==> config.mk <==
export PLATFORM = sky130hd
export DESIGN_NAME = fifo_tx_arbiter_flat
export DESIGN_NICKNAME = d
export VERILOG_FILES = /design/src/rtl/fifo_arb_pkg.sv /design/src/rtl/fifo_tx_arbiter_if.sv /design/src/rtl/rr_arb2.sv /design/src/rtl/fifo_tx_arbiter.sv /design/src/flat_wrapper.sv
export SDC_FILE = /design/constraint.sdc
export NUM_CORES = 1
export LEC_CHECK = 0
export CORE_MARGIN = 3
export CORE_UTILIZATION = 43
export DETAILED_ROUTE_END_ITERATION = 12
export HOLD_SLACK_MARGIN = 0.03
export PLACE_DENSITY = 0.78
export SLEW_MARGIN = 25
export SYNTH_ARGS = -nofsm -noshare
export SYNTH_HDL_FRONTEND = slang
export SYNTH_SLANG_ARGS = --single-unit
==> constraint.sdc <==
create_clock -name CLK -period 1.7 [get_ports CLK]
set_input_delay 0.34 -clock CLK [delete_from_list [all_inputs] [get_ports CLK]]
set_output_delay 0.34 -clock CLK [all_outputs]
set_load 0.01 [all_outputs]
==> src/rtl/fifo_arb_pkg.sv <==
// Shared definitions for the FIFO-to-UART round-robin arbiter: FSM state encoding and default sizes.
// The optional burst mode is selected with the FIFO_ARB_BURST_EN macro.
package fifo_arb_pkg;

    typedef enum logic [2:0] {
        IDLE    = 3'd0,
        POP     = 3'd1,
        SEND    = 3'd2,
        WAIT_HI = 3'd3,
        WAIT_LO = 3'd4
    } arb_state_t;

    localparam int DEF_DATA_WIDTH = 8;
    localparam int DEF_BUSY_WAIT  = 15;
    localparam int DEF_MAX_BURST  = 4;

endpackage

==> src/rtl/fifo_tx_arbiter_if.sv <==
// Bundle of the two FIFO read ports and the UART TX handshake.
// The master modport is the arbiter side; the slave modport is the FIFO/UART side.
interface fifo_tx_arbiter_if
    import fifo_arb_pkg::*;
#(
    parameter int DATA_WIDTH = DEF_DATA_WIDTH
);
    logic                  EMPTY0;
    logic [DATA_WIDTH-1:0] RD_DATA0;
    logic                  R_INC0;
    logic                  EMPTY1;
    logic [DATA_WIDTH-1:0] RD_DATA1;
    logic                  R_INC1;
    logic                  TX_BUSY;
    logic [DATA_WIDTH-1:0] TX_P_DATA;
    logic                  TX_D_VLD;
    logic                  GRANT;
    logic                  ARB_ACTIVE;

    modport master (
        input  EMPTY0, RD_DATA0, EMPTY1, RD_DATA1, TX_BUSY,
        output R_INC0, R_INC1, TX_P_DATA, TX_D_VLD, GRANT, ARB_ACTIVE
    );

    modport slave (
        output EMPTY0, RD_DATA0, EMPTY1, RD_DATA1, TX_BUSY,
        input  R_INC0, R_INC1, TX_P_DATA, TX_D_VLD, GRANT, ARB_ACTIVE
    );

endinterface

==> src/rtl/rr_arb2.sv <==
// Two-requester round-robin picker: on a tie the source that did not win last time is chosen.
module rr_arb2 (
    input  logic [1:0] req,
    input  logic       last,
    output logic       pick,
    output logic       any
);

    always_comb begin
        any  = |req;
        pick = 1'b0;
        if (&req) begin
            pick = ~last;
        end else begin
            pick = req[1];
        end
    end

endmodule

==> src/rtl/fifo_tx_arbiter.sv <==
// Round-robin arbiter sharing one UART TX between two FIFOs, one word per grant.
// Define FIFO_ARB_BURST_EN to let one source send up to MAX_BURST words back to back.
module fifo_tx_arbiter
    import fifo_arb_pkg::*;
#(
    parameter int DATA_WIDTH = DEF_DATA_WIDTH,
    parameter int BUSY_WAIT  = DEF_BUSY_WAIT
`ifdef FIFO_ARB_BURST_EN
    ,
    parameter int MAX_BURST  = DEF_MAX_BURST
`endif
) (
    input logic               CLK,
    input logic               RST,
    fifo_tx_arbiter_if.master bus
);

    localparam int TW = $clog2(BUSY_WAIT + 1);

    arb_state_t            state, state_d;
    logic                  grant_q, grant_d;
    logic                  last_q, last_d;
    logic                  pick, req_any;
    logic [DATA_WIDTH-1:0] data_q, data_d;
    logic [TW-1:0]         tmo_q, tmo_d;

`ifdef FIFO_ARB_BURST_EN
    localparam int BCW = $clog2(MAX_BURST + 1);
    logic [BCW-1:0] burst_q, burst_d;
    logic           head_ready;
    assign head_ready = grant_q ? ~bus.EMPTY1 : ~bus.EMPTY0;
`endif

    rr_arb2 u_rr (
        .req  ({~bus.EMPTY1, ~bus.EMPTY0}),
        .last (last_q),
        .pick (pick),
        .any  (req_any)
    );

    // last_q resets to 1 so that source 0 wins the first tie
    always_ff @(posedge CLK or negedge RST) begin
        if (!RST) begin
            state   <= IDLE;
            grant_q <= 1'b0;
            last_q  <= 1'b1;
            data_q  <= '0;
            tmo_q   <= '0;
`ifdef FIFO_ARB_BURST_EN
            burst_q <= '0;
`endif
        end else begin
            state   <= state_d;
            grant_q <= grant_d;
            last_q  <= last_d;
            data_q  <= data_d;
            tmo_q   <= tmo_d;
`ifdef FIFO_ARB_BURST_EN
            burst_q <= burst_d;
`endif
        end
    end

    always_comb begin
        state_d        = state;
        grant_d        = grant_q;
        last_d         = last_q;
        data_d         = data_q;
        tmo_d          = tmo_q;
`ifdef FIFO_ARB_BURST_EN
        burst_d        = burst_q;
`endif
        bus.R_INC0     = (state == POP) && !grant_q;
        bus.R_INC1     = (state == POP) && grant_q;
        bus.TX_D_VLD   = (state == SEND);
        bus.TX_P_DATA  = data_q;
        bus.GRANT      = grant_q;
        bus.ARB_ACTIVE = (state != IDLE);

        case (state)
            IDLE: begin
                if (req_any && !bus.TX_BUSY) begin
                    grant_d = pick;
                    state_d = POP;
`ifdef FIFO_ARB_BURST_EN
                    burst_d = '0;
`endif
                end
            end
            POP: begin
                data_d  = grant_q ? bus.RD_DATA1 : bus.RD_DATA0;
                state_d = SEND;
            end
            SEND: begin
                tmo_d   = '0;
                state_d = WAIT_HI;
            end
            WAIT_HI: begin
                if (bus.TX_BUSY) begin
                    state_d = WAIT_LO;
                end else begin
                    if (tmo_q != TW'(BUSY_WAIT)) begin
                        tmo_d = tmo_q + TW'(1);
                    end
                    // UART never acknowledged: the word is abandoned
                    if (tmo_q >= TW'(BUSY_WAIT - 1)) begin
                        state_d = IDLE;
`ifdef FIFO_ARB_BURST_EN
                        burst_d = '0;
`endif
                    end
                end
            end
            WAIT_LO: begin
                if (!bus.TX_BUSY) begin
                    last_d  = grant_q;
                    state_d = IDLE;
`ifdef FIFO_ARB_BURST_EN
                    if (head_ready && (burst_q < BCW'(MAX_BURST - 1))) begin
                        burst_d = burst_q + BCW'(1);
                        state_d = POP;
                    end else begin
                        burst_d = '0;
                    end
`endif
                end
            end
            default: begin
                state_d = IDLE;
            end
        endcase
    end

endmodule

==> src/flat_wrapper.sv <==
// flat-port wrapper written by rule: the top's interface ports become plain ports
module fifo_tx_arbiter_flat import fifo_arb_pkg::*;
#(
    parameter int DATA_WIDTH = DEF_DATA_WIDTH,
    parameter int BUSY_WAIT  = DEF_BUSY_WAIT

)
  (CLK, RST, bus_EMPTY0, bus_RD_DATA0, bus_EMPTY1, bus_RD_DATA1, bus_TX_BUSY, bus_R_INC0, bus_R_INC1, bus_TX_P_DATA, bus_TX_D_VLD, bus_GRANT, bus_ARB_ACTIVE);
  fifo_tx_arbiter_if #(.DATA_WIDTH(DATA_WIDTH)) bus_i ();
  input logic CLK;
  input logic RST;
  input wire logic [$bits(bus_i.EMPTY0)-1:0] bus_EMPTY0;
  input wire logic [$bits(bus_i.RD_DATA0)-1:0] bus_RD_DATA0;
  input wire logic [$bits(bus_i.EMPTY1)-1:0] bus_EMPTY1;
  input wire logic [$bits(bus_i.RD_DATA1)-1:0] bus_RD_DATA1;
  input wire logic [$bits(bus_i.TX_BUSY)-1:0] bus_TX_BUSY;
  output wire logic [$bits(bus_i.R_INC0)-1:0] bus_R_INC0;
  output wire logic [$bits(bus_i.R_INC1)-1:0] bus_R_INC1;
  output wire logic [$bits(bus_i.TX_P_DATA)-1:0] bus_TX_P_DATA;
  output wire logic [$bits(bus_i.TX_D_VLD)-1:0] bus_TX_D_VLD;
  output wire logic [$bits(bus_i.GRANT)-1:0] bus_GRANT;
  output wire logic [$bits(bus_i.ARB_ACTIVE)-1:0] bus_ARB_ACTIVE;
  assign bus_i.EMPTY0 = bus_EMPTY0;
  assign bus_i.RD_DATA0 = bus_RD_DATA0;
  assign bus_i.EMPTY1 = bus_EMPTY1;
  assign bus_i.RD_DATA1 = bus_RD_DATA1;
  assign bus_i.TX_BUSY = bus_TX_BUSY;
  assign bus_R_INC0 = bus_i.R_INC0;
  assign bus_R_INC1 = bus_i.R_INC1;
  assign bus_TX_P_DATA = bus_i.TX_P_DATA;
  assign bus_TX_D_VLD = bus_i.TX_D_VLD;
  assign bus_GRANT = bus_i.GRANT;
  assign bus_ARB_ACTIVE = bus_i.ARB_ACTIVE;
  fifo_tx_arbiter #(.DATA_WIDTH(DATA_WIDTH), .BUSY_WAIT(BUSY_WAIT)) u_core (.CLK(CLK), .RST(RST), .bus(bus_i));
endmodule
==> flow_summary.json <==
{
  "synth-seq-cells": 17,
  "drc": 0,
  "antenna_found_initial": 0,
  "cts_buffers": 3,
  "routed_via_density": 5.27,
  "cts.sinks": 17,
  "fin_hold_ws_ns": 0.375,
  "hp-class": "in2async",
  "antennaDiodeCount": 0,
  "setup_ws_ns": -0.00290,
  "crit_path_start": "u_core.state[1]$_DFFE_PN0P_",
  "end_kind": "primary output",
  "vias": 906,
  "powerDensity_mw_per_mm2": 1600,
  "synth_seq_area_share_pct": 45.7,
  "tns_ns": -0.00290,
  "gp_congestion": 0.833,
  "synth_top_area_share_pct": 42.9,
  "wirelength_met1_um": 975,
  "worst_slew_pin_slew_ns": 0.247,
  "ff2ff_path_depth": 5,
  "crit_chain": "buf_6 -> or3_1 -> buf_2",
  "dp_hpwl_um": 1730,
  "crit_type": "reg2out",
  "critPathSlowestCell": "dfrtp_2",
  "syn-num-nets": 118,
  "drv_cap": 0,
  "finalMaxSlewViolations": 0,
  "grt_pass1_wl_um": 3970,
  "ant_nets": 0,
  "grt_max_degree": 18,
  "firstDrtPassIters": 4,
  "synth_cells": 95,
  "p_leak_nw": 0.631,
  "clock_latency_ns": 0.29,
  "total_power_mw": 2.31,
  "numPortBuffers": 33,
  "yosysWarnings": 0,
  "ys_top_cells_by_area": "dfrtp_1 43%, mux2i_1 8.6%, nor2_1 6.0%",
  "arrival_ns": 1.36,
  "post-route-period-util_pct": 100,
  "ir_worst_vdd_v": 0.00106,
  "max_freq_ghz": 0.587,
  "grt_pass1_vias": 902,
  "met2_length_um": 1070,
  "cts_max_level": 1,
  "layout.nets": 169,
  "cts_buffer_depth": 2,
  "synthToLayoutAreaGrowth_pct": 54.6,
  "crit_buf_inv": 2,
  "crit_family": "flip-flops",
  "start_util_pct": 46.6,
  "finClkSkew_ns": 0.00104,
  "top_layer": "met4",
  "r2r-end": "u_core.tmo_q[3]$_DFFE_PN0P_",
  "maxSlewHeadroom_pct": 83.3,
  "setup_viol": 1,
  "clk_pin_slew_ns": 0.10,
  "dp_slack_ns": -0.129,
  "hold_viol_final": 0,
  "drt-initial-drc-count": 21,
  "rsz0062_at_grt": "true",
  "syn_avg_cell_area_um2": 9.83,
  "routedWlPerCell_um": 13.3,
  "max_stage_delay_ns": 0.44,
  "met3_length_um": 217,
  "regToRegSetupSlack_ns": 0.01,
  "ys_types": 32,
  "drive_gt1_share_pct": 22.1,
  "die_area_mm2": 0.00277,
  "synth_top_area_cell": "dfrtp_1",
  "status": "finished with violations",
  "die_h_um": 52.6,
  "rows": 16,
  "cts_tree": "built",
  "finalCriticalPeriod_ns": 1.70,
  "cp-start-kind": "register",
  "gr-total-overflow": 0,
  "path_max_fanout": 4,
  "worstReg2RegStart": "u_core.state[2]$_DFFE_PN0P_",
  "violations": "setup timing",
  "core_area_mm2": 0.00200,
  "cp.required_ns": 1.36,
  "ios": 34,
  "ctsRootBufferMaster": "clkbuf_4",
  "grt_usage_pct": 19.4,
  "syn_area_um2": 933,
  "fp.dieW_um": 52.6,
  "wl_um": 2290
}
==> cells in the mapped netlist, drive strengths merged <==
library cell / count
mux2i: 8
a21oi: 9
clkbuf: 1
nor4bb: 1
nand2b: 5
nand3b: 1
and3: 1
a21boi: 1
nor2: 15
or3b: 1
dfrtp: 16
mux2: 1
inv: 1
dfstp: 1
nor3b: 1
or4b: 1
nor2b: 1
nand2: 3
ha: 2
buf: 4
nand4bb: 1
or3: 1
a211oi: 3
o32a: 1
and2: 3
o211ai: 3
nand3: 4
or4: 3
o21ai: 1
a22oi: 1
==> logic make-up after synthesis <==
kind of cell / count (synthesis) / synth area share, %
AND/OR/NAND/NOR: 42 / 25.9
AO/OA/AOI/OAI: 19 / 12.9
flip-flops: 17 / 45.7
multiplexers: 9 / 9.79
buffers and inverters: 6 / 3.08
adder cells (fa/ha/maj): 2 / 2.68
==> routing by layer <==
metal  vias to the layer above  global-route usage, %
li1                        447                      -
met5                         -                      0
met1                       421                   24.3
met3                         4                   5.13
met4                         0                   8.09
met2                        34                   31.2
==> metrics by stage <==
stage | instances | utilization (%) | instance area [um^2]
after floorplan | 95 | - | 933
after CTS | 170 | 71.3 | 1430
after global routing | 172 | 72.1 | 1440
final | 172 | 72.1 | 1440
after detailed placement | 163 | 68.4 | 1370
after global placement | 163 | 68.4 | 1370
==> registers in the layout, summed over array words and instances (netlist names) <==
register,cells
u_core.bus.TX_P_DATA,8
u_core.tmo_q,4
u_core.state,3
u_core.last_q,1
u_core.bus.GRANT,1
==> cells in the final DEF (no fill, tap or decap), types with 2 or more instances in the layout <==
master,synthesis,layout
clkdlybuf4s50_1,0,29
nor2_1,15,15
buf_4,1,15
dfrtp_1,16,13
a21oi_1,9,9
mux2i_1,8,8
nand2b_1,5,5
nand3_1,4,4
and2_1,3,3
o211ai_1,3,3
a211oi_1,3,3
nand2_1,3,3
clkbuf_4,0,3
buf_6,0,3
dfrtp_2,0,3
or4_1,3,2
ha_1,2,2
buf_2,2,2
==> what timing repair did <==
action,in CTS,in global routing
resized for setup,17,3
setup buffers,3,2
setup endpoints to repair,5,6
hold buffers,0,0
pin swaps,3,3
==> worst register-to-register path, cell delays in order, from the launching register on <==
cell and delay, ns:
dfrtp_2 0.45, buf_6 0.13, buf_6 0.12, or3b_4 0.37
or4b_1 0.50, nand3_1 0.08
==> how the worst max path moves through the flow <==
stage / cells after the start / to / slack, ns
floorplan: 3 / u_core.bus.GRANT$_DFFE_PN0P_ / 0.21
global placement: 4 / u_core.tmo_q[3]$_DFFE_PN0P_ / -0.10
detailed placement: 4 / u_core.tmo_q[3]$_DFFE_PN0P_ / -0.13
CTS: 3 / bus_ARB_ACTIVE / -0.01
global route: 4 / bus_R_INC0 / -0.07
finish: 3 / bus_ARB_ACTIVE / -0.003
==> power by group <==
group          internal (mW)  leakage, nW  switching, mW
registers              0.600        0.192          0.157
clock network         0.0913       0.0150          0.127
logic                  0.762        0.424          0.572
==> area by class of cell <==
cell class	instances	area, um^2
timing repair buffer	51	460
clock buffer	4	26.3
multi-input combinational	72	488
inverter	1	3.75
tap	27	33.8
sequential	17	430
fill	160	559
Note: power is estimated with default switching activity, not from simulation.
